===== config.mk =====
export PLATFORM = sky130hd
export DESIGN_NAME = seqdiv
export DESIGN_NICKNAME = d
export VERILOG_FILES = /design/src/rtl/seqdiv.sv
export SDC_FILE = /design/constraint.sdc
export NUM_CORES = 1
export LEC_CHECK = 0
export ABC_AREA = 1
export CORE_AREA = 2 2 152 154
export CTS_CLUSTER_SIZE = 25
export DETAILED_ROUTE_END_ITERATION = 8
export DIE_AREA = 0 0 154 156
export GPL_TIMING_DRIVEN = 0
export PLACE_DENSITY = 0.95
export SLEW_MARGIN = 20
export SYNTH_ARGS = -nofsm -noshare
export SYNTH_HDL_FRONTEND = slang
export SYNTH_SLANG_ARGS = --single-unit

===== constraint.sdc =====
create_clock -name clk -period 4.88 [get_ports clk]
set_clock_uncertainty 0.1 [all_clocks]
set_input_delay 1.464 -clock clk [delete_from_list [all_inputs] [get_ports clk]]
set_output_delay 1.464 -clock clk [all_outputs]
set_load 0.01 [all_outputs]

===== src/rtl/seqdiv.sv =====
// Sequential signed restoring divider: one quotient bit per clock, sign/overflow
// fix-up in a final cycle, level-sensitive arm handshake with abort.
module seqdiv #(
   parameter int DIVIDEND_LEN = 32,
   parameter int DIVISOR_LEN  = 32,
   parameter int CNT_SIZ      = 6
) (
   input  logic                    clk,
   input  logic                    rst_L,
   input  logic                    arm,
   input  logic [DIVIDEND_LEN-1:0] dividend,
   input  logic [DIVISOR_LEN-1:0]  divisor,
   output logic [DIVIDEND_LEN-1:0] quotient,
   output logic [DIVISOR_LEN-1:0]  remainder,
   output logic                    dbz,
   output logic                    ovf,
   output logic                    fin
);

   localparam int N = DIVIDEND_LEN;
   localparam int M = DIVISOR_LEN;
   localparam logic [CNT_SIZ-1:0] LAST_STEP = CNT_SIZ'(N - 1);

   typedef enum logic [1:0] {
      IDLE = 2'd0,
      ITER = 2'd1,
      FIX  = 2'd2,
      DONE = 2'd3
   } state_t;

   // Divide-by-zero remainder: dividend resized to divisor width, sign-extended when wider.
   function automatic logic [M-1:0] dbz_rem(input logic [N-1:0] d);
      logic signed [N-1:0] d_s;
      d_s = d;
      return M'(d_s);
   endfunction

   state_t              r_state;
   state_t              w_state_nxt;
   logic [CNT_SIZ-1:0]  r_cnt;
   logic [N-1:0]        r_q;
   logic [M-1:0]        r_dvs;
   logic [M:0]          r_prem;
   logic                r_sign_n;
   logic                r_sign_d;
   logic                r_dbz_p;
   logic [N-1:0]        r_quot;
   logic [M-1:0]        r_rem;
   logic                r_dbz;
   logic                r_ovf;
   logic                r_fin;

   logic                w_load;
   logic                w_step;
   logic                w_fix;
   logic                w_dvs_zero;
   logic [N-1:0]        w_dvd_mag;
   logic [M-1:0]        w_dvs_mag;
   logic [M+1:0]        w_shift;
   logic                w_ge;
   logic [M:0]          w_diff;
   logic                w_sign_diff;
   logic                w_ovf;

   assign w_dvs_zero  = (divisor == {M{1'b0}});
   assign w_dvd_mag   = dividend[N-1] ? (~dividend + {{(N-1){1'b0}}, 1'b1}) : dividend;
   assign w_dvs_mag   = divisor[M-1]  ? (~divisor  + {{(M-1){1'b0}}, 1'b1}) : divisor;
   // Restoring step: bring in the next dividend bit, subtract the divisor when it fits.
   assign w_shift     = {r_prem, r_q[N-1]};
   assign w_ge        = (w_shift >= {2'b00, r_dvs});
   assign w_diff      = w_shift[M:0] - {1'b0, r_dvs};
   assign w_sign_diff = r_sign_n ^ r_sign_d;
   // Same signs with the magnitude MSB set means a positive quotient past the signed range.
   assign w_ovf       = ~w_sign_diff & r_q[N-1];

   // State register.
   always_ff @(posedge clk or negedge rst_L) begin
      if (!rst_L) begin
         r_state <= IDLE;
      end else begin
         r_state <= w_state_nxt;
      end
   end

   // Next-state and datapath strobes; arm low always wins and returns to IDLE.
   always_comb begin
      w_state_nxt = r_state;
      w_load      = 1'b0;
      w_step      = 1'b0;
      w_fix       = 1'b0;
      if (!arm) begin
         w_state_nxt = IDLE;
      end else begin
         case (r_state)
            IDLE: begin
               w_load      = 1'b1;
               w_state_nxt = w_dvs_zero ? FIX : ITER;
            end
            ITER: begin
               w_step = 1'b1;
               if (r_cnt == LAST_STEP) begin
                  w_state_nxt = FIX;
               end else begin
                  w_state_nxt = ITER;
               end
            end
            FIX: begin
               w_fix       = 1'b1;
               w_state_nxt = DONE;
            end
            DONE: begin
               w_state_nxt = DONE;
            end
            default: begin
               w_state_nxt = IDLE;
            end
         endcase
      end
   end

   // Operand latch and iteration datapath.
   always_ff @(posedge clk or negedge rst_L) begin
      if (!rst_L) begin
         r_cnt    <= {CNT_SIZ{1'b0}};
         r_q      <= {N{1'b0}};
         r_dvs    <= {M{1'b0}};
         r_prem   <= {(M+1){1'b0}};
         r_sign_n <= 1'b0;
         r_sign_d <= 1'b0;
         r_dbz_p  <= 1'b0;
      end else if (w_load) begin
         r_cnt    <= {CNT_SIZ{1'b0}};
         r_q      <= w_dvs_zero ? dividend : w_dvd_mag;
         r_dvs    <= w_dvs_mag;
         r_prem   <= {(M+1){1'b0}};
         r_sign_n <= dividend[N-1];
         r_sign_d <= divisor[M-1];
         r_dbz_p  <= w_dvs_zero;
      end else if (w_step) begin
         r_cnt  <= r_cnt + {{(CNT_SIZ-1){1'b0}}, 1'b1};
         r_prem <= w_ge ? w_diff : w_shift[M:0];
         r_q    <= {r_q[N-2:0], w_ge};
      end else begin
         r_cnt <= r_cnt;
      end
   end

   // Result registers: written once in FIX, flags cleared whenever arm is low.
   always_ff @(posedge clk or negedge rst_L) begin
      if (!rst_L) begin
         r_quot <= {N{1'b0}};
         r_rem  <= {M{1'b0}};
         r_dbz  <= 1'b0;
         r_ovf  <= 1'b0;
         r_fin  <= 1'b0;
      end else if (!arm) begin
         r_dbz <= 1'b0;
         r_ovf <= 1'b0;
         r_fin <= 1'b0;
      end else if (w_fix) begin
         r_fin <= 1'b1;
         if (r_dbz_p) begin
            r_quot <= {N{1'b0}};
            r_rem  <= dbz_rem(r_q);
            r_dbz  <= 1'b1;
            r_ovf  <= 1'b0;
         end else if (w_ovf) begin
            r_quot <= r_q;
            r_rem  <= {M{1'b0}};
            r_dbz  <= 1'b0;
            r_ovf  <= 1'b1;
         end else begin
            r_quot <= w_sign_diff ? (~r_q + {{(N-1){1'b0}}, 1'b1}) : r_q;
            r_rem  <= r_sign_n ? (~r_prem[M-1:0] + {{(M-1){1'b0}}, 1'b1}) : r_prem[M-1:0];
            r_dbz  <= 1'b0;
            r_ovf  <= 1'b0;
         end
      end else begin
         r_fin <= r_fin;
      end
   end

   assign quotient  = r_quot;
   assign remainder = r_rem;
   assign dbz       = r_dbz;
   assign ovf       = r_ovf;
   assign fin       = r_fin;

endmodule


==> results of run 1 <==
## synthesized netlist by cell type (3+ instances only)
master / count / area, µm²
a22oi_1: 23 / 173
dfrtp_1: 175 / 4380
nand3_2: 7 / 70.1
a31oi_1: 3 / 18.8
buf_1: 6 / 22.5
clkbuf_1: 33 / 124
nor2_4: 9 / 101
xor2_1: 36 / 315
ha_1: 37 / 463
o21bai_1: 3 / 22.5
o211ai_1: 7 / 52.6
buf_2: 18 / 90.1
buf_4: 5 / 37.5
nor4_1: 6 / 37.5
nand4_1: 31 / 194
nand3b_1: 7 / 52.6
a21o_1: 3 / 22.5
o2111ai_1: 4 / 35.0
or2_2: 4 / 25.0
buf_6: 8 / 90.1
nor3_1: 26 / 130
nor2_1: 181 / 679
nand2_1: 760 / 2850
a21oi_1: 51 / 255
o21ai_0: 134 / 671
xnor2_1: 19 / 166
nand2_2: 16 / 100
o221ai_1: 8 / 70.1
inv_2: 28 / 105
nand3_1: 213 / 1070
o31ai_1: 6 / 45.0
o21ai_1: 43 / 215
inv_1: 272 / 1020
nor2_2: 20 / 125
a21oi_2: 4 / 35.0
## worst max-delay path by stage
stage / cells after the start / endpoint / from
6_report: 14 / r_q[27]$_DFFE_PN0P_ / divisor[0]
5_1_grt: 14 / r_q[28]$_DFFE_PN0P_ / dividend[0]
4_1_cts: 14 / r_q[28]$_DFFE_PN0P_ / dividend[0]
3_5_place_dp: 14 / r_q[28]$_DFFE_PN0P_ / dividend[0]
3_3_place_gp: 1 / r_prem[32]$_DFFE_PN0P_ / rst_L
2_1_floorplan: 12 / r_q[14]$_DFFE_PN0P_ / divisor[0]
## layer usage
layer	up-vias	share of wire, %	track usage [%]
li1	7454	-	-
met1	7334	38	51.2
met2	887	45	67.8
met3	173	8.8	5.78
met4	0	7.7	29.7
met5	-	0	0
## critical path, cell delays in order
cell and delay, ns:
clkdlybuf4s50_1 0.41, inv_1 0.14, ha_1 0.20, nand3_1 0.18, nor2_4 0.21, nand2_1 0.12
inv_2 0.11, nand3_1 0.13, nand2_2 0.23, o21ai_0 0.11, nand2_1 0.07, nand2_1 0.14
nand2_1 0.14, nand2_1 0.06
## logic make-up after synthesis
logic type | Yosys count | synth area share (%)
AND/OR/NAND/NOR | 1291 | 39.4
buffers and inverters | 372 | 10.6
multiplexers | 2 | 0.150
XOR/XNOR | 55 | 3.41
flip-flops | 175 | 31.0
AO/OA/AOI/OAI | 298 | 12.1
adder cells (fa/ha/maj) | 38 | 3.42
## area by class of cell
type                    instances  area [µm²]  area share (%)
plain buffers                  70         364            2.21
clock buffers                  17         425            2.59
clock inverters                15         170            1.03
inverters                     302        1130            6.89
multi-input cells            1684        8260            50.2
flip-flops and latches        175        4380            26.6
well taps                     285         357            2.17
repair buffers                133        1350            8.23
## flip-flops by register name, indices dropped and copies added (netlist names), 2 cells and up
| register | flops |
|---|---|
| r_dvs | 32 |
| r_state | 2 |
| remainder | 32 |
| quotient | 32 |
| r_prem | 33 |
| r_cnt | 6 |
| r_q | 32 |
## stage by stage
stage / hold WS (ns) / cells / setup WS [ns]
after global placement: 0.363 / 2648 / -4.54
after floorplan: 0.349 / 2231 / 1.93
after CTS: 0.385 / 2681 / 1.46
after detailed placement: 0.367 / 2649 / 0.991
final: 0.382 / 2681 / 1.39
after global routing: 0.406 / 2681 / 1.16
## power by group
part	total (W)	switching (W)	internal, W
Clock	0.00140	0.000667	0.000730
Sequential	0.00226	0.000438	0.00182
Combinational	0.00444	0.00278	0.00166
## cell usage in the layout (no fill, tap or decap), types with 5 or more instances in the layout
cell	instances
a21oi_1	51
a22oi_1	23
buf_1	6
buf_2	18
buf_4	5
buf_6	8
clkbuf_1	33
clkbuf_16	17
clkdlybuf4s50_1	131
dfrtp_1	175
ha_1	37
inv_1	272
inv_2	28
nand2_1	760
nand2_2	16
nand3_1	213
nand3_2	7
nand3b_1	7
nand4_1	31
nor2_1	181
nor2_2	20
nor2_4	9
nor3_1	26
nor4_1	6
o211ai_1	7
o21ai_0	134
o21ai_1	43
o221ai_1	8
o31ai_1	6
xnor2_1	19
xor2_1	36
==> impl_results.md, run 1 <==
* Placement Cell Area at 0.0158 mm²
* Die area at around 0.024 mm²
* # clock sinks at 175
* First-pass GRT wire length at 77800 µm
* CTS clk-pin slew, worst paths at ~0.070 ns
* Worst R2R Setup Slack at 1.91 ns
* Number of DRC markers in iteration 0 at 1663
* Hold Path Class: reg -> reg
* Netlist cell types at 53
* Post-Route WL at approximately 50000 µm
* Wire length per cell at 18.2 µm
* GPL Wtd Cong at 1.05
* Synth warn at 0
* WHS Endpoint: r_dvs[27]$_DFFE_PN0P_
* RSZ-0062 raised after global routing: false
* Worst Path Required at 5.12 ns
* HPWL Detailed at 38700 µm
* Hold Path Cell Cnt at 2
* Area growth, synth to finish at 16.3%
* Vias at 15800
* Initial antenna violation count at 0
* Hold Crit Start: r_dvs[27]$_DFFE_PN0P_
* Share of layout cells above drive strength 1 at 6.89%
* Final setup violation count at 0
* Fmax at 286 MHz
* H-tree depth at 4
* Post-CTS Setup Repair Bufs at 0
* Slew Limit Fails at 0
* Post-synth EDFFs at 0
* # fillers at 1893
* Final design instance area without fill at 0.0164 mm²
* Starting density of the core at 63.2%
* Total core area at 0.0224 mm²
* Leak at about 8.3 nW
* Clock Tree Root: clkbuf_16
* Cell Area, Synth at 0.0141 mm²
* Critical path class: in -> reg
* R2r startpoint: r_q[31]$_DFFE_PN0P_
* Die height at 156 µm
* Tot Pwr at 0.00809 W
* Maximum VDD drop at 0.000367 V
* Worst reg2reg path depth at 16
* NumNets Final at 2488
* Worst-Skew Late Latency at 0.45 ns
* Setup Total Neg Slack at 0 ns
* Max Buffers Root-to-Sink at 2
* First drt pass iteration count at 6
* Status: complete, no violations
* Number of antenna-violating nets in the routed design at 0
* Cell Pwr Density at 492 mW/mm²
* Fin crit share at 71.6%
* Worst-path fanout max at 9
* Drt drc at 0
* Antenna cells at 0
* Synth Net Count at 2336
* Max_cap viols at 0
* #FFs+latches synth at 175
* Vias in the first global route at 14900
* Sequential-to-total area share from yosys stat at a little under a third
* Ports at 134
* Critical path startpoint category: input port
* TritonCTS buffer count at 17
* Finished Core Util at around 74%
* Synth Flop Type: dfrtp_1
* GRT overflow at 0
* Final Critical Period at 3.49 ns
* Largest net degree at the start of global routing at 92
* CTS tree: done
* Vias/cell at 5.91
* Worst Tran Pin Value at 0.790 ns
* Num rows at 55
* Final number of hold-violating endpoints at 0
* Post-CTS Resized at 0
* Critical R2R Capture: r_prem[30]$_DFFE_PN0P_
* Slew HR at a little under half
* Critical Path AT at 3.73 ns
* Post-Synthesis Cells at ~2200
* Async S/R FF share, synth at 100%
* Syn Area/Cell at 6.34 µm²
* Die Width at 154 µm
* GRT Total Usage at 41.6%
* Port Buffers at roughly 130
* Crit. End Element: flip-flop
* CTS Hold Buffers Added at 0
Note: power is estimated with default switching activity, not from simulation.
==> run 2, diff against run 1 <==
--- a/config.mk
+++ b/config.mk
@@ -6,12 +6,12 @@
 export NUM_CORES = 1
 export LEC_CHECK = 0
 export ABC_AREA = 1
-export CORE_AREA = 2 2 152 154
+export CORE_AREA = 2 2 167 169
 export CTS_CLUSTER_SIZE = 25
 export DETAILED_ROUTE_END_ITERATION = 8
-export DIE_AREA = 0 0 154 156
+export DIE_AREA = 0 0 169 171
 export GPL_TIMING_DRIVEN = 0
-export PLACE_DENSITY = 0.95
+export PLACE_DENSITY = 0.87
 export SLEW_MARGIN = 20
 export SYNTH_ARGS = -nofsm -noshare
 export SYNTH_HDL_FRONTEND = slang
==> constraint.sdc (replaced) <==
create_clock -name clk -period 3.1 [get_ports clk]
set_clock_uncertainty 0.1 [all_clocks]
set_input_delay 0.93 -clock clk [delete_from_list [all_inputs] [get_ports clk]]
set_output_delay 0.93 -clock clk [all_outputs]
set_load 0.01 [all_outputs]
==> run 2 against run 1 <==
Sequential share of layout area shrank 0.13 points. Clock power increased by 57%. Design area up 0.50%. Critical path depth unchanged. Power rose by 57%. Final cell count up 2.3%. First-iteration DRC count down 4.3%. Setup slack worse by 1.2 ns. Flip-flop and latch count is the same. Combinational power grew 58%. Non-clock buffer count did not move. Hold slack improved by 0.0025 ns. Critical path type unchanged. Critical endpoint unchanged. Largest cell class unchanged.
==> impl_results.md, run 2 (synthesized netlist as in run 1, its figures left out) <==
* Status: complete, no violations
* Inst Count DP at 2710 (+2.3%)
* Commonest cells after routing, fill and taps aside: 760 x nand2_1, 272 x inv_1, 213 x nand3_1, 181 x nor2_1, 175 x dfrtp_1
* Ports at 134 (unchanged)
* Port Buffers at 132 (unchanged)
* # clock sinks at 175 (unchanged)
* Max Buffers Root-to-Sink at 2 (unchanged)
* CTS tree: done
* Finished Core Util at 60.5% (-13 points)
* H-tree depth at 4 (unchanged)
* Number of DRC markers in iteration 0 at 1592 (-4.3%)
* Most common cell after layout, fill and taps aside: nand2_1
* Share of layout cells above drive strength 1 at 6.93% (+0.042 points)
* Post-CTS Setup Repair Bufs at 0 (unchanged)
* FF+latch area at 0.00438 mm² (unchanged)
* Fmax at 338 MHz
* Tot Pwr at 0.0127 W (+57%)
* Leak at 8.30 nW (about the same)
* GPL Wtd Cong at 1.05 (-0.20%)
* Max reg flops at 33 (unchanged)
* Final number of hold-violating endpoints at 0 (unchanged)
* Critical path class: in -> reg
* Starting density of the core at 51.7% (-11 points)
* Wire length per cell at 18.2 µm (-0.33%)
* First drt pass iteration count at 9 (+3)
* Initial antenna violation count at 0 (unchanged)
* Crit. End Element: flip-flop
* Largest net degree at the start of global routing at 95 (+3.3%)
* Vias at 15500 (-2.5%)
* Final std cells w/o fill at 2742 (+2.3%)
* Slowest stage cell, crit path: clkdlybuf4s50_1
* GRT overflow at 0 (unchanged)
* Total core area at 0.0273 mm² (+22%)
* CTS clk-pin slew, worst paths at 0.07 ns (about the same)
* NumNets Final at 2488 (unchanged)
* Post-Route WL at 49900 µm (+1.9%)
* Final setup violation count at 0 (unchanged)
* Max_cap viols at 0 (unchanged)
* Critical Path AT at 3.20 ns (-0.53 ns)
* Crit path cell chain: clkdlybuf4s50_1, inv_1, ha_1, nand3_1, nor2_4, nand2_1, inv_2, nand3_1, nand2_4, o21ai_0, nand2_1, nand2_1, nand2_1, nand2_1
* TritonCTS buffer count at 17 (unchanged)
* Top Family by Delay on Critical Path: simple AND/OR/NAND/NOR gates
* Num rows at 61 (+11%)
* Slew HR at 51.9% (+4.6 points)
* Buf/Inv on CP at 3 (unchanged)
* Maximum VDD drop at 0.000497 V (+35%)
* Final Critical Period at 2.96 ns
* Die height at 171 µm (+9.6%)
* Antenna cells at 0 (unchanged)
* Slew Limit Fails at 0 (unchanged)
* Worst Path Required at 3.34 ns (-1.78 ns)
* Vias/cell at 5.64 (-4.6%)
* Hold Path Class: reg -> reg
* GRT Total Usage at 34.8% (-6.8 points)
* Worst-Skew Late Latency at 0.46 ns (about the same)
* # fillers at 2539 (+34%)
* M2 GR Usage at 58.9% (-8.9 points)
* Final worst slack at 0.142 ns (-1.24 ns)
* Vias in the first global route at 14500 (-2.6%)
* CP max stage delay at 0.40 ns (about the same)
* Drt drc at 0 (unchanged)
* Number of antenna-violating nets in the routed design at 0 (unchanged)
* Register name with the most flops: r_prem
* Grt peak-use layer: met2
* Die area at 0.0289 mm² (+20%)
* RSZ-0062 raised after global routing: true
* Cell Pwr Density at 770 mW/mm² (+56%)
* HPWL Detailed at 40000 µm (+3.4%)
* M1 GR Usage at 43.0% (-8.3 points)
* Worst-path fanout max at 9 (unchanged)
* Dpl ws at -0.367 ns (-1.36 ns)
* Grt met3 use at 4.81% (-0.97 points)
* Die Width at 169 µm (+9.7%)
* Area of the multi-input gates at 0.00826 mm² (about the same)
* First-pass GRT wire length at 77500 µm (-0.35%)
* Critical path startpoint category: input port
* Cell mode on critical path: nand2_1
* Clock Tree Root: clkbuf_16
* Fin crit share at 95.4%
* Area growth, synth to finish at 16.9%
* Worst Tran Pin Value at 0.721 ns (-0.0687 ns)
-- run 2: worst min-delay path, delay by kind of cell (launching register included) --
family           cells  cell delay [ns]
flip-flops           1             0.34
AND/OR/NAND/NOR      2             0.11
-- run 2: worst paths after layout --
kind                       cells past startpoint                       end  slack (ns)                     start
setup / recovery                              14       r_q[27]$_DFFE_PN0P_        0.14                divisor[0]
setup reg to reg                              14    r_prem[29]$_DFFE_PN0P_        0.23       r_q[31]$_DFFE_PN0P_
hold / removal                                 2  quotient[16]$_DFFE_PN0P_        0.38  quotient[16]$_DFFE_PN0P_
hold reg to reg                                2  quotient[16]$_DFFE_PN0P_        0.38  quotient[16]$_DFFE_PN0P_
max in group asynchronous                      2      r_sign_d$_DFFE_PN0P_        1.63                     rst_L
min in group asynchronous                      1   quotient[4]$_DFFE_PN0P_        0.39                     rst_L
-- run 2: where the power goes --
part | switching (W) | internal, W | leakage [nW]
clock network | 0.00111 | 0.00109 | 0.287
registers | 0.000672 | 0.00286 | 2.18
logic | 0.00438 | 0.00261 | 5.83
total | 0.00616 | 0.00656 | 8.30
-- run 2: per-stage QoR --
stage / cell area, µm² / hold WS [ns] / setup TNS (ns)
after global routing: 16500 / 0.402 / -0.0106
after detailed placement: 15900 / 0.367 / -10.63
after CTS: 16500 / 0.386 / 0
after floorplan: 14100 / 0.349 / 0
after global placement: 15900 / 0.364 / -1039.93
final: 16500 / 0.385 / 0
-- run 2: final cells by class --
cell class	count	area share (%)
repair buffers	133	8.19
multi-input cells	1684	50.0
plain buffers	70	2.21
flip-flops and latches	175	26.5
inverters	302	6.86
clock buffers	17	2.57
clock inverters	15	1.03
well taps	346	2.62
-- run 2: metal layers --
layer / vias up / part of all wire [%]
met4: 0 / 6.5
met5: - / 0
met1: 7164 / 40
met2: 695 / 46
met3: 145 / 7.3
li1: 7455 / -
-- run 2: what timing repair did --
item                       in CTS  in global routing
setup endpoints to repair       0                  2
hold buffers                    0                  0
gates resized for setup         0                  3
